File: src/rtl/als_poll_scheduler.sv
// Ambient-light-sensor poll scheduler: periodic/forced reads with a response timeout,
// plus a clamped box filter that publishes CCT only on significant change.
//
// state      | meaning
// -----------+-----------------------------------------------------------
// IDLE       | polling disabled, waiting for enable or a forced request
// ISSUE      | waiting for the ALS interface to go idle, then request a read
// WAIT_RESP  | waiting for a CCT sample or the response timeout
// PROCESS    | update the filter and decide whether to publish
// WAIT_TICK  | waiting for the next poll slot (or a forced request)
module als_poll_scheduler #(
    parameter int unsigned POLL_CYCLES    = 5_000_000,
    parameter int unsigned TIMEOUT_CYCLES = 1_000_000,
    parameter int unsigned AVG_LOG2       = 2,
    parameter int unsigned CCT_MIN        = 1000,
    parameter int unsigned CCT_MAX        = 40000,
    parameter int unsigned CHANGE_THRESH  = 100,
    parameter int unsigned DEFAULT_CCT    = 6500
) (
    input  logic        clk,
    input  logic        rst,
    input  logic        enable,
    input  logic        force_req,
    output logic        als_read_req,
    input  logic        als_busy,
    input  logic [15:0] als_cct,
    input  logic        als_cct_valid,
    output logic [15:0] cct_out,
    output logic        cct_update,
    output logic        err_timeout,
    output logic [7:0]  err_count,
    output logic        sched_busy
);

    localparam int unsigned DEPTH  = 1 << AVG_LOG2;
    localparam int unsigned PTR_W  = (AVG_LOG2 > 0) ? AVG_LOG2 : 1;
    localparam int unsigned SUM_W  = 16 + AVG_LOG2;
    localparam int unsigned POLL_W = $clog2(POLL_CYCLES);
    localparam int unsigned TMO_W  = (TIMEOUT_CYCLES > 1) ? $clog2(TIMEOUT_CYCLES) : 1;

    typedef enum logic [2:0] {
        S_IDLE,
        S_ISSUE,
        S_WAIT_RESP,
        S_PROCESS,
        S_WAIT_TICK
    } state_t;

    state_t              state_q, state_d;
    logic [POLL_W-1:0]   poll_cnt_q;
    logic [TMO_W-1:0]    tmo_cnt_q;
    logic                force_pending_q;
    logic [15:0]         sample_q;
    logic [15:0]         ring_q [DEPTH];
    logic [PTR_W-1:0]    wr_ptr_q;
    logic [SUM_W-1:0]    sum_q;
    logic                primed_q;
    logic [15:0]         cct_out_q;
    logic                cct_update_q;
    logic [7:0]          err_count_q;

    logic                read_req_c;
    logic                timeout_c;
    logic                force_any;
    logic                poll_done;
    logic                tmo_done;
    logic                issue_entry;
    logic [15:0]         clamped;
    logic [15:0]         oldest;
    logic [SUM_W-1:0]    sum_next;
    logic [15:0]         avg;
    logic signed [16:0]  diff;
    logic [16:0]         abs_diff;
    logic                publish;
    logic [PTR_W-1:0]    ptr_next;

    assign force_any   = force_req | force_pending_q;
    assign poll_done   = (poll_cnt_q == '0);
    assign tmo_done    = (tmo_cnt_q == '0);
    assign issue_entry = (state_d == S_ISSUE) && (state_q != S_ISSUE);

    always_comb begin
        state_d    = state_q;
        read_req_c = 1'b0;
        timeout_c  = 1'b0;
        case (state_q)
            S_IDLE: begin
                if (enable || force_any)
                    state_d = S_ISSUE;
            end
            S_ISSUE: begin
                if (!als_busy) begin
                    read_req_c = 1'b1;
                    state_d    = S_WAIT_RESP;
                end
            end
            S_WAIT_RESP: begin
                if (als_cct_valid) begin
                    state_d = S_PROCESS;
                end else if (tmo_done) begin
                    timeout_c = 1'b1;
                    state_d   = S_WAIT_TICK;
                end
            end
            S_PROCESS: begin
                state_d = S_WAIT_TICK;
            end
            S_WAIT_TICK: begin
                if (force_any)
                    state_d = S_ISSUE;
                else if (poll_done)
                    state_d = enable ? S_ISSUE : S_IDLE;
            end
            default: begin
                state_d = S_IDLE;
            end
        endcase
    end

    // Clamp at capture so the filter only ever sees in-range Kelvin values.
    always_comb begin
        clamped = als_cct;
        if (als_cct < 16'(CCT_MIN))
            clamped = 16'(CCT_MIN);
        else if (als_cct > 16'(CCT_MAX))
            clamped = 16'(CCT_MAX);
    end

    // Running sum never goes negative overall, so modular add/subtract is exact.
    assign oldest   = ring_q[wr_ptr_q];
    assign sum_next = sum_q + SUM_W'(sample_q) - SUM_W'(oldest);
    assign avg      = sum_next[AVG_LOG2 +: 16];
    assign diff     = signed'({1'b0, avg}) - signed'({1'b0, cct_out_q});
    assign abs_diff = (diff < 0) ? 17'(-diff) : 17'(diff);
    assign publish  = (abs_diff >= 17'(CHANGE_THRESH));
    assign ptr_next = (wr_ptr_q == PTR_W'(DEPTH - 1)) ? '0 : wr_ptr_q + PTR_W'(1);

    always_ff @(posedge clk) begin
        if (rst) begin
            state_q         <= S_IDLE;
            poll_cnt_q      <= '0;
            tmo_cnt_q       <= '0;
            force_pending_q <= 1'b0;
            sample_q        <= '0;
            for (int i = 0; i < int'(DEPTH); i++)
                ring_q[i] <= '0;
            wr_ptr_q        <= '0;
            sum_q           <= '0;
            primed_q        <= 1'b0;
            cct_out_q       <= 16'(DEFAULT_CCT);
            cct_update_q    <= 1'b0;
            err_count_q     <= '0;
        end else begin
            state_q      <= state_d;
            cct_update_q <= 1'b0;

            if (issue_entry)
                poll_cnt_q <= POLL_W'(POLL_CYCLES - 1);
            else if (!poll_done)
                poll_cnt_q <= poll_cnt_q - POLL_W'(1);

            if (state_q == S_ISSUE)
                tmo_cnt_q <= TMO_W'(TIMEOUT_CYCLES - 1);
            else if (state_q == S_WAIT_RESP && !tmo_done)
                tmo_cnt_q <= tmo_cnt_q - TMO_W'(1);

            if (issue_entry)
                force_pending_q <= 1'b0;
            else if (force_req && state_q != S_IDLE && state_q != S_WAIT_TICK)
                force_pending_q <= 1'b1;

            if (state_q == S_WAIT_RESP && als_cct_valid)
                sample_q <= clamped;

            if (timeout_c && err_count_q != 8'hFF)
                err_count_q <= err_count_q + 8'd1;

            if (state_q == S_PROCESS) begin
                if (!primed_q) begin
                    for (int i = 0; i < int'(DEPTH); i++)
                        ring_q[i] <= sample_q;
                    sum_q        <= SUM_W'(sample_q) << AVG_LOG2;
                    wr_ptr_q     <= '0;
                    primed_q     <= 1'b1;
                    cct_out_q    <= sample_q;
                    cct_update_q <= 1'b1;
                end else begin
                    ring_q[wr_ptr_q] <= sample_q;
                    wr_ptr_q         <= ptr_next;
                    sum_q            <= sum_next;
                    if (publish) begin
                        cct_out_q    <= avg;
                        cct_update_q <= 1'b1;
                    end
                end
            end
        end
    end

    assign als_read_req = read_req_c & ~rst;
    assign err_timeout  = timeout_c & ~rst;
    assign cct_out      = cct_out_q;
    assign cct_update   = cct_update_q;
    assign err_count    = err_count_q;
    assign sched_busy   = (state_q == S_ISSUE) || (state_q == S_WAIT_RESP) || (state_q == S_PROCESS);

endmodule
File: config.mk
export PLATFORM = sky130hd
export DESIGN_NAME = als_poll_scheduler
export DESIGN_NICKNAME = d
export VERILOG_FILES = /design/src/rtl/als_poll_scheduler.sv
export SDC_FILE = /design/constraint.sdc
export NUM_CORES = 1
export LEC_CHECK = 0
export CORE_ASPECT_RATIO = 0.9
export CORE_MARGIN = 3
export CORE_UTILIZATION = 65
export DETAILED_ROUTE_END_ITERATION = 10
export PLACE_DENSITY = 0.85
export SYNTH_ARGS = -nofsm -noshare
export SYNTH_HDL_FRONTEND = slang
export SYNTH_SLANG_ARGS = --single-unit
export TNS_END_PERCENT = 100
File: constraint.sdc
create_clock -name clk -period 11.7 [get_ports clk]
set_input_delay 2.34 -clock clk [delete_from_list [all_inputs] [get_ports clk]]
set_output_delay 2.34 -clock clk [all_outputs]
set_load 0.02 [all_outputs]
======== Word level (Yosys, flattened, before mapping) ========
Memory sizes are Yosys's and may differ from the RTL's. A register that Yosys moved wholly into a read port is not among the register bits.
Index checks and enable logic that the tools add are counted.
cells by class
  $add $sub $neg .......................... 8
  magnitude comparators ................... 4
  equality and inequality tests ........... 11
  muxes and demuxes ....................... 46
  bitwise gates (word level) .............. 9
  reductions and logical operators ........ 20
operators with widths
  kind                                                                count
  2-to-1 mux 16 bit                                                   9
  2-to-1 mux 23 bit                                                   2
  2-to-1 mux 20 bit                                                   2
  zero test 23 bit                                                    1
  subtractor 23 x 1 -> 23 bit, second input constant                  1
  zero test 20 bit                                                    1
  subtractor 20 x 1 -> 20 bit, second input constant                  1
  2-to-1 mux 1 bit                                                    19
  adder 18 x 16 -> 18 bit                                             1
  2-to-1 mux 18 bit                                                   1
  2-to-1 mux 3 bit                                                    6
  subtractor 18 x 16 -> 18 bit                                        1
  greater-or-equal comparator 17 x 7 -> 1 bit, second input constant  1
  less-than comparator 17 x 1 -> 1 bit, second input constant         1
  2-to-1 mux 17 bit                                                   1
  negation 17 bit                                                     1
  subtractor 16 x 16 -> 17 bit                                        1
  > comparator 16 bit, second input constant                          1
  less-than comparator 16 x 10 -> 1 bit, second input constant        1
  OR reduction 16 bit                                                 1
  case mux 3 bit (5 select lines)                                     1
  2-to-1 mux 2 bit                                                    5
  adder 8 x 1 -> 8 bit, second input constant                         1
  != test 8 bit, second input constant                                1
  other kinds (19)                                                    37
word-level totals
  register bits ........................... 109
  memory bits (writable) .................. 64
  input bits .............................. 22
  output and inout port bits .............. 28
  logic and storage cells ................. 112
  memories kept ........................... 1
memory list
  memory  words  width  read ports  clocked after Yosys merged registers in  wr ports  line  source
  ring_q  4      16     1           1                                        4         54    logic [15:0] ring_q [DEPTH];

======== Logic depth before layout (Yosys ltp) ========
Gate-level depths: netlist of run 1.
  word-level depth ........................ 8
  mapped depth ............................ 27
  mapped depth without buffers ............ 25

======== Worst setup path before layout of run 1 ========
Ideal clock, no wire load.
  path kind ............................... register to register
  start point ............................. register (tool-made name)
  end point ............................... register cct_out_q[3] (netlist: cct_out[3])
  library setup time ...................... 0.095 ns
  arrival time ............................ 6.581 ns
  required time ........................... 11.605 ns
  path slack .............................. 5.024 ns
  cell stages (with the launch flop) ...... 25
  path buffers ............................ 3
  period minus slack after synthesis ...... 6.676 ns
  cells stage by stage .................... dfxtp_1 clkbuf_1 buf_1 mux4_2 fa_1 inv_1 ha_1 o21ai_0 a21oi_1 o41ai_1 o211ai_1 a21oi_1 xnor2_1 ha_1 clkbuf_1 and2_1 a21o_1 or3_1 o211ai_1 nand4_1 nor4b_1 mux2_2 o21ai_2 o21ai_4 a221oi_1
RTL lines
  item                  line  source
  end signal, assigned  150   cct_out_q <= 16'(DEFAULT_CCT);
  end signal, assigned  185   cct_out_q <= sample_q;
  end signal, assigned  192   cct_out_q <= avg;
  end, declared         58    logic [15:0] cct_out_q;

==> reports/qor_table.md, run 1 <==
| Quantity | Value |
|:---|:---|
| Clk Tree Root Cell | clkbuf_16 |
| Post-placement worst setup slack | 4.44 ns |
| Category of the worst setup path capture point | register |
| Post-detailed-placement half-perimeter wirelength | 18.7 mm |
| Status | finished clean |
| Max rail drop VDD | 0.129 mV |
| Number of gates resized after CTS | 0 |
| Chip Height | 126 um |
| Vias in the first global route | 8357 |
| Max Clock Skew | 0.0130 ns |
| Die W | 139 um |
| Aggregate routed wire length | 27.0 mm |
| Maximum buffer depth of the clock tree | 2 |
| First-pass GRT wire length | 43.4 mm |
| Post-synth ARST share | 0% |
| Final-report max-slew violation count | 0 |
| Yosys Warn Count | 0 |
| Worst reg2reg setup slack | 4.19 ns |
| Predominant post-synthesis flop cell | dfxtp_1 |
| Crit path max fanout | 16 |
| Startpoint-to-endpoint class of the critical path | reg -> reg |
| Depth of the most critical reg-to-reg path | 22 |
| Fin nets | 1217 |
| Mean Syn Cell Area | 9.44 um^2 |
| Max Clk Rate | 0.133 GHz |
| Max-capacitance violation count | 0 |
| Number of detailed-route iterations in the first pass | 5 |
| Total negative slack | 0 ns |
| Reg2reg end | cct_out[4]$_SDFFE_PP0P_ |
| Placed cell area | 11000 um^2 |
| Post-DR vias/cell | 6.51 |
| Via total after detailed routing | 8795 |
| Overall track demand over capacity in global routing | 30.8% |
| Clock tree from TritonCTS | yes |
| Number of synthesized flops with an enable pin | 64 |
| Final routed wire length divided by cell count | 20.0 um |
| Drc violations | 0 |
| H-Tree Level Count | 4 |
| Area growth from synthesis to final layout | 11.6% |
| Effective utilization at floorplan | 67.0% |
| Synthesized net count | 1185 |
| Kind of start point of the critical path | register |
| Most common cell after layout, fill and taps aside | dfxtp_1 |
| Share of the core filled with cells | 74.8% |
| Signal arrival time at the worst endpoint | 7.80 ns |
| Clock sink count | 175 |
| Final Hold Fails | 0 |
| Power consumption | 2.12 mW |
| Part of the Yosys area used for sequential elements | 39.8% |
| Number of buffers inserted for hold repair after clock tree synthesis | 0 |
| Row count | 43 |
| Last element of the critical path | cct_out[4]$_SDFFE_PP0P_ |
| Most frequent cells in the layout | dfxtp_1, inv_1, nor2_1 |
| Total die area | 17600 um^2 |
| Top-level port count | 50 |
| Number of antenna violations at the first check in global routing | 0 |
| Post-CTS Setup Inserts | 0 |
| Layout Cell Area excl Fill | 11600 um^2 |
| Area of the placeable core | 15500 um^2 |
| Worst Min Path Start | force_pending_q$_SDFFE_PP0P_ |
| Setup WS post-layout | 4.19 ns |
| Syn Inst Count | 1104 |
| Number of buffers added on ports | 49 |
| Residual antenna-violating net count after detailed routing | 0 |
| Normalized max-slew margin | 17.1% |
| Clock period minus final worst setup slack | 7.51 ns |
| Inserted Clock Buffers | 17 |
| Period Utilization, post-route | 64.2% |
| Cell Area, Synth | 10400 um^2 |
| Distinct cell type count of the synthesized netlist | 84 |
| P per Cell Area | 183 nW/um^2 |
| Leakage power | 4.37 nW |
| Setup violations, final | 0 |
| Layout cells sized above 1 | 9.31% |
| Count of inserted antenna diode cells | 0 |
| Initial detailed-routing violation count | 907 |
| Slew at the pin closest to its max-slew limit | 1.24 ns |
| Overflow left after global routing | 0 |
| Routability congestion estimate from global placement | 0.930 |
| Class of the tightest hold or removal check | reg -> reg |
| Maximum number of pins on one net before global-route repair | 68 |
| Source-to-sink clock delay at the later pin of the worst-skew pair | 0.44 ns |
| Setup repair after global routing missed its margin | no |
| Clock-pin slew on the worst setup and hold paths | 0.07 ns |
| CP required | 11.99 ns |
| Number of synthesized register bits | 175 |
-- worst min path at each step --
stage,slack [ns],endpoint,cells past startpoint
2_1_floorplan,0.42,force_pending_q$_SDFFE_PP0P_,2
3_3_place_gp,0.44,force_pending_q$_SDFFE_PP0P_,2
3_5_place_dp,0.44,force_pending_q$_SDFFE_PP0P_,2
4_1_cts,0.45,force_pending_q$_SDFFE_PP0P_,2
5_1_grt,0.49,sum_q[1]$_SDFFE_PP0N_,2
6_report,0.45,force_pending_q$_SDFFE_PP0P_,2
-- cells in the mapped netlist (all sizes together) (4+ instances only) --
cell | instances | area (um^2)
or3 | 14 | 92.6
a31oi | 8 | 50.1
o211a | 8 | 80.1
and3 | 6 | 37.5
o21a | 11 | 82.6
xnor2 | 44 | 385
a21o | 11 | 82.6
nor3 | 84 | 425
inv | 99 | 372
a221oi | 6 | 52.6
and2 | 11 | 68.8
clkbuf | 39 | 149
nor3b | 9 | 67.6
ha | 42 | 526
a211oi | 29 | 223
mux2i | 18 | 180
mux4 | 16 | 360
nand4 | 7 | 43.8
o211ai | 16 | 120
edfxtp | 64 | 1920
or4 | 14 | 113
a2111oi | 6 | 71.3
or2 | 8 | 50.1
nand2 | 43 | 171
o21ai | 35 | 194
nor2 | 95 | 379
dfxtp | 111 | 2220
nor4 | 16 | 113
fa | 17 | 340
nand2b | 17 | 106
o311ai | 4 | 35.0
buf | 12 | 78.8
and4 | 4 | 35.0
a22oi | 5 | 42.5
nor2b | 7 | 43.8
o31ai | 5 | 37.5
nand3 | 21 | 105
xor2 | 19 | 166
a21oi | 82 | 418
-- worst max-delay path: stages (launching register included) --
cell       delay [ns]
dfxtp_1          0.91
mux4_2           0.43
fa_1             0.54
inv_1            0.06
ha_1             0.28
a21o_1           0.18
a21oi_1          0.20
nand2b_1         0.16
a21oi_1          0.10
o41ai_1          0.76
o211ai_1         0.19
a21oi_1          0.21
xnor2_1          0.20
ha_1             0.39
and2_1           0.24
a21o_1           0.24
o311ai_0         0.43
o211ai_1         0.34
a311o_1          0.35
o22ai_1          0.23
o2111ai_2        0.28
o21ai_4          0.47
a221oi_1         0.16
-- state kept, by name, summed over array words and instances, names as in the netlist, named ones only --
signal,flops
cct_out,16
sum_q,18
tmo_cnt_q,20
state_q,3
wr_ptr_q,2
err_count,8
primed_q,1
cct_update,1
force_pending_q,1
poll_cnt_q,23
sample_q,16
ring_q,64
-- cells by family (layout without fill, tap and decap cells) --
kind of cell,Yosys count,count (layout),synth area share (%)
and+or+nand+nor,364,364,18.4
AOI/OAI and AO/OA,255,255,16.9
DFF,175,175,39.8
buffers and inverters,151,196,5.79
xor gates and xnor gates,63,63,5.29
adders and majority gates,59,59,8.31
muxes,37,37,5.51
-- final cells by class --
type                            count  area, um^2
Multi-Input combinational cell    778        5680
Sequential cell                   175        4140
Fill cell                        1111        3920
Timing Repair Buffer               64         598
Clock buffer                       22         497
Inverter                          100         375
Tap cell                          202         253
Clock inverter                     10        90.1
-- per-stage QoR --
stage	cells	hold WS [ns]
after global placement	1319	0.438
after floorplan	1104	0.423
after detailed placement	1319	0.441
after CTS	1351	0.452
final	1351	0.450
after global routing	1351	0.491
-- power by group --
part	switching (mW)	leakage, nW	internal [mW]
Combinational	0.521	2.52	0.322
Sequential	0.0403	1.57	0.681
Clock	0.250	0.282	0.309
Total	0.812	4.37	1.31
-- routing by layer --
layer	wire, um	global-route usage (%)
met5	0	0
met4	660	11.0
met3	2230	6.64
met2	12700	49.2
met1	11400	42.0
(Power assumes the default switching activity.)
==> run 2: changes to the inputs <==
Settings changed: CORE_UTILIZATION 65 to 61, PLACE_DENSITY 0.85 to 0.81.
Clock period 11.7 ns to 7.25 ns, I/O delays scaled along.
==> reports/qor_table.md, run 2 (synthesis gave the netlist of run 1 again) <==
| Quantity | Value |
|:---|:---|
| Total negative slack | 0 ns |
| H-Tree Level Count | 4 |
| Maximum buffer depth of the clock tree | 2 |
| Aggregate routed wire length | 26.6 mm |
| Area of the placeable core | 16500 um^2 |
| Number of detailed-route iterations in the first pass | 6 |
| Overflow left after global routing | 0 |
| Row count | 44 |
| Overall track demand over capacity in global routing | 29.1% |
| Clock sink count | 175 |
| Startpoint-to-endpoint class of the critical path | reg -> reg |
| Kind of start point of the critical path | register |
| First-pass GRT wire length | 42.4 mm |
| Via total after detailed routing | 8662 |
| Number of cells traversed by the worst hold path | 2 |
| Max Clock Skew | 0.0134 ns |
| Maximum number of pins on one net before global-route repair | 68 |
| Final Hold Fails | 0 |
| P per Cell Area | 291 nW/um^2 |
| Clock period minus final worst setup slack | 6.79 ns |
| Drc violations | 0 |
| Slew at the pin closest to its max-slew limit | 1.24 ns |
| Signal arrival time at the worst endpoint | 7.06 ns |
| Max-capacitance violation count | 0 |
| Residual antenna-violating net count after detailed routing | 0 |
| Clock-pin slew on the worst setup and hold paths | 0.07 ns |
| Class of the tightest hold or removal check | reg -> reg |
| Source-to-sink clock delay at the later pin of the worst-skew pair | 0.44 ns |
| Power consumption | 3.40 mW |
| Effective utilization at floorplan | 63.3% |
| Setup repair after global routing missed its margin | no |
| Period Utilization, post-route | 93.7% |
| Chip Height | 130 um |
| Die W | 144 um |
| Fin nets | 1221 |
| Initial detailed-routing violation count | 904 |
| Share of the core filled with cells | 70.8% |
| Register with the highest flop count | ring_q |
| Area growth from synthesis to final layout | 11.9% |
| Final routed wire length divided by cell count | 19.5 um |
| Most common cell after layout, fill and taps aside | dfxtp_1 |
| Count of inserted antenna diode cells | 0 |
| Normalized max-slew margin | 16.8% |
| Max rail drop VDD | 0.194 mV |
| Category of the worst setup path capture point | register |
| Inserted Clock Buffers | 17 |
| Top-level port count | 50 |
| Status | finished clean |
| Number of buffers added on ports | 49 |
| Total die area | 18700 um^2 |
| Post-DR vias/cell | 6.37 |
| Setup violations, final | 0 |
| Most frequent cells in the layout | dfxtp_1, inv_1, nor2_1 |
| Final-report max-slew violation count | 0 |
| Crit path max fanout | 9 |
| Vias in the first global route | 7883 |
| Post-detailed-placement half-perimeter wirelength | 18.9 mm |
| Leakage power | 4.39 nW |
| Routability congestion estimate from global placement | 0.929 |
| Max Clk Rate | 0.147 GHz |
| Number of flip-flops under the largest register name | 64 |
| Depth of the most critical reg-to-reg path | 24 |
| Layout cells sized above 1 | 9.71% |
| Tightest hold margin | 0.459 ns |
| Clk Tree Root Cell | clkbuf_16 |
| Largest regs | ring_q x64, poll_cnt_q x23, tmo_cnt_q x20 |
| Number of antenna violations at the first check in global routing | 0 |
| Clock tree from TritonCTS | yes |
| CP required | 7.52 ns |
run 2: cell count changes in the layout (fill, tap and decap cells not counted), sizes merged:
| cell | previous run | this run |
|---|---|---|
| buf | 16 | 20 |
| clkbuf | 22 | 20 |
| clkinv | 4 | 5 |
| clkinvlp | 2 | 1 |
| inv | 104 | 106 |
run 2: final timing paths:
kind / from / end / slack, ns
max: register / cct_out[15]$_SDFFE_PP0P_ / 0.46
min: sum_q[1]$_SDFFE_PP0N_ / sum_q[1]$_SDFFE_PP0N_ / 0.46
max reg2reg: register / cct_out[15]$_SDFFE_PP0P_ / 0.46
min reg2reg: sum_q[1]$_SDFFE_PP0N_ / sum_q[1]$_SDFFE_PP0N_ / 0.46
run 2: what timing repair did:
action / in CTS / in global routing
gates resized for setup: 0 / 4
buffers inserted: 0 / 1
endpoints found under the setup margin: 0 / 17
hold buffers: 0 / 0
run 2: cell type report:
class	instances	area, um^2
Sequential cell	175	4150
Clock inverter	12	97.6
Clock buffer	20	458
Tap cell	207	259
Inverter	100	375
Multi-Input combinational cell	778	5690
Fill cell	1262	4800
Timing Repair Buffer	68	641
run 2: critical path, cell delays in order, from the launching register on:
cell and delay, ns:
dfxtp_2 0.43, mux4_2 0.54, fa_1 0.56, inv_1 0.06, ha_1 0.29, a21o_1 0.17, a21oi_1 0.22, nand2b_1 0.18
a21oi_1 0.09, o41ai_1 0.26, buf_4 0.20, o211ai_1 0.10, a21oi_1 0.19, xnor2_1 0.20, ha_1 0.40, and2_1 0.25
a21o_1 0.24, or3_1 0.31, o211ai_1 0.26, nand4_1 0.12, nor4b_1 0.34, mux2_2 0.42, o21a_1 0.19, a21oi_1 0.44
o32ai_1 0.18
run 2: metrics by stage:
stage | cells | worst slack [ns] | cell area, um^2
after floorplan | 1104 | 0.574 | 10400
after global placement | 1327 | 0.601 | 11100
after detailed placement | 1327 | 0.365 | 11100
after CTS | 1359 | 0.215 | 11600
after global routing | 1360 | 0.0114 | 11700
final | 1360 | 0.458 | 11700
run 2: layer usage:
layer | vias to the layer above | global-route usage (%) | wire length (um)
li1 | 4097 | - | -
met3 | 51 | 5.83 | 2070
met5 | - | 0 | 0
met1 | 4158 | 42.1 | 11800
met4 | 0 | 7.70 | 545
met2 | 356 | 45.0 | 12200
run 2: report_power, final:
part	total [mW]	switching (mW)	internal, mW
Sequential	1.17	0.0665	1.10
Combinational	1.36	0.832	0.525
Clock	0.873	0.406	0.468
Total	3.40	1.30	2.09
==> run 3: changes to the inputs <==
Settings changed: CORE_ASPECT_RATIO 0.9 to 2.
==> reports/qor_table.md, run 3 (synthesis gave the netlist of run 1 again) <==
| Quantity | Value |
|:---|:---|
| Largest regs | ring_q x64, poll_cnt_q x23, tmo_cnt_q x20 |
| Top-level port count | 50 |
| Vias in the first global route | 8939 |
| Crit path max-delay family | compound AO/OA/AOI/OAI gates |
| Class of the tightest hold or removal check | reg -> reg |
| Row count | 67 |
| Max Clock Skew | 0.0110 ns |
| Reg2reg end | cct_out[6]$_SDFFE_PP1P_ |
| Setup repair after global routing missed its margin | no |
| Initial detailed-routing violation count | 342 |
| Source-to-sink clock delay at the later pin of the worst-skew pair | 0.44 ns |
| H-Tree Level Count | 4 |
| Inserted Clock Buffers | 17 |
| Buffers & Inverters on Critical Path | 4 |
| Final Hold Fails | 0 |
| Crit path max fanout | 9 |
| First-pass GRT wire length | 42.6 mm |
| Clock period minus final worst setup slack | 6.94 ns |
| Area of the placeable core | 16800 um^2 |
| Most frequent cells in the layout | dfxtp_1, inv_1, nor2_1 |
| Normalized max-slew margin | 17.7% |
| Most common cell after layout, fill and taps aside | dfxtp_1 |
| Chip Height | 191 um |
| P per Cell Area | 296 nW/um^2 |
| Total negative slack | 0 ns |
| Setup violations, final | 0 |
| Maximum number of pins on one net before global-route repair | 68 |
| Number of buffers inserted for hold repair after clock tree synthesis | 0 |
| Setup WS post-layout | 0.312 ns |
| Die W | 98.4 um |
| Post-detailed-placement half-perimeter wirelength | 19.4 mm |
| Number of cells traversed by the worst hold path | 2 |
| CP required | 7.61 ns |
| Aggregate routed wire length | 25.8 mm |
| Effective utilization at floorplan | 62.2% |
| Final routed wire length divided by cell count | 18.9 um |
| Hold path endpoint | sum_q[0]$_SDFFE_PP0N_ |
| Worst Min Path Start | sum_q[0]$_SDFFE_PP0N_ |
| Worst reg2reg setup slack | 0.31 ns |
| Status | finished clean |
| Max rail drop VDD | 0.277 mV |
| Clock tree from TritonCTS | yes |
| Count of inserted antenna diode cells | 0 |
| Critical-path cell list | mux4_2 -> fa_1 -> inv_1 -> ha_1 -> a21o_1 -> a21oi_1 -> nand2b_1 -> a21oi_1 -> o41ai_1 -> buf_4 -> o211ai_1 -> a21oi_1 -> xnor2_1 -> ha_1 -> and2_1 -> a21o_1 -> a2111oi_0 -> o211ai_1 -> buf_4 -> a211oi_1 -> o2111ai_2 -> o21ai_4 -> buf_4 -> mux2i_1 |
| Max Clk Rate | 0.144 GHz |
| Register with the highest flop count | ring_q |
| Slew at the pin closest to its max-slew limit | 1.23 ns |
| Number of detailed-route iterations in the first pass | 6 |
| Signal arrival time at the worst endpoint | 7.30 ns |
| Number of buffers added on ports | 49 |
| Via total after detailed routing | 8616 |
| Area growth from synthesis to final layout | 12.1% |
| Total die area | 18800 um^2 |
| Period Utilization, post-route | 95.7% |
| Max-capacitance violation count | 0 |
| Number of antenna violations at the first check in global routing | 0 |
| Startpoint-to-endpoint class of the critical path | reg -> reg |
| Depth of the most critical reg-to-reg path | 24 |
| Delay of the slowest cell on the worst path | 0.57 ns |
| Post-DR vias/cell | 6.34 |
| Drc violations | 0 |
| Fin nets | 1221 |
| Maximum buffer depth of the clock tree | 2 |
| Leakage power | 4.39 nW |
| Residual antenna-violating net count after detailed routing | 0 |
| Number of flip-flops under the largest register name | 64 |
| Clock sink count | 175 |
| Highest-delay cell along the critical path | a2111oi_0 |
| Overall track demand over capacity in global routing | 28.5% |
| Placed cell area | 11100 um^2 |
| Routability congestion estimate from global placement | 0.933 |
| Post-placement worst setup slack | 0.233 ns |
| Layout Cell Area excl Fill | 11700 um^2 |
| Clk Tree Root Cell | clkbuf_16 |
| Overflow left after global routing | 0 |
| Category of the worst setup path capture point | register |
| Layout cells sized above 1 | 9.97% |
| Clock-pin slew on the worst setup and hold paths | 0.07 ns |
| Kind of start point of the critical path | register |
| Final-report max-slew violation count | 0 |
run 3: cell count changes in the layout (fill, tap and decap cells not counted), sizes merged:
cell	change
inv	-2
clkbuf	-2
clkinvlp	+2
bufinv	+2
run 3: worst min-delay path: cells and delay by family (launching register included):
kind	cells	cell delay, ns
AO/OA/AOI/OAI	1	0.05
flip-flops	1	0.31
AND/OR/NAND/NOR	1	0.05
run 3: area by class of cell:
cell class / count / area, um^2
Multi-Input combinational cell: 778 / 5700
Clock inverter: 14 / 154
Timing Repair Buffer: 68 / 628
Fill cell: 1300 / 5080
Sequential cell: 175 / 4140
Clock buffer: 18 / 429
Tap cell: 207 / 259
Inverter: 100 / 375
run 3: where the power goes:
| group | total [mW] | leakage (nW) | internal [mW] | switching [mW] |
|---|---|---|---|---|
| clock network | 0.911 | 0.278 | 0.512 | 0.398 |
| registers | 1.16 | 1.57 | 1.10 | 0.0640 |
| logic | 1.38 | 2.54 | 0.533 | 0.849 |
run 3: how the worst max path moves through the flow:
stage	startpoint	endpoint	slack (ns)	cells past startpoint
2_1_floorplan	register	cct_out[3]$_SDFFE_PP0P_	0.57	24
3_3_place_gp	register	cct_out[9]$_SDFFE_PP0P_	0.48	23
3_5_place_dp	register	cct_out[3]$_SDFFE_PP0P_	0.23	23
4_1_cts	register	cct_out[3]$_SDFFE_PP0P_	0.19	23
5_1_grt	register	cct_out[4]$_SDFFE_PP0P_	0.002	24
6_report	register	cct_out[6]$_SDFFE_PP1P_	0.31	24
run 3: timing repair:
item	4_1_cts	5_1_grt
resized for setup	0	4
endpoints found under the setup margin	0	17
setup buffers	0	3
endpoints found under the hold margin	0	0
run 3: metrics by stage:
| stage | instances | hold WS [ns] | power, mW | utilization [%] |
|---|---|---|---|---|
| detailed placement | 1325 | 0.451 | 2.52 | 66.0 |
| global route | 1360 | 0.486 | 3.65 | 69.7 |
| floorplan | 1104 | 0.423 | 2.21 | - |
| CTS | 1357 | 0.460 | 3.43 | 69.5 |
| finish | 1360 | 0.457 | 3.46 | 69.7 |
| global placement | 1325 | 0.441 | 2.49 | 66.0 |
run 3: per-layer routing:
metal / up-vias / part of all wire, % / global-route usage (%)
li1: 4104 / - / -
met5: - / 0 / 0
met2: 267 / 57 / 54.5
met1: 4148 / 34 / 27.5
met3: 97 / 3.0 / 3.44
met4: 0 / 6.0 / 19.6
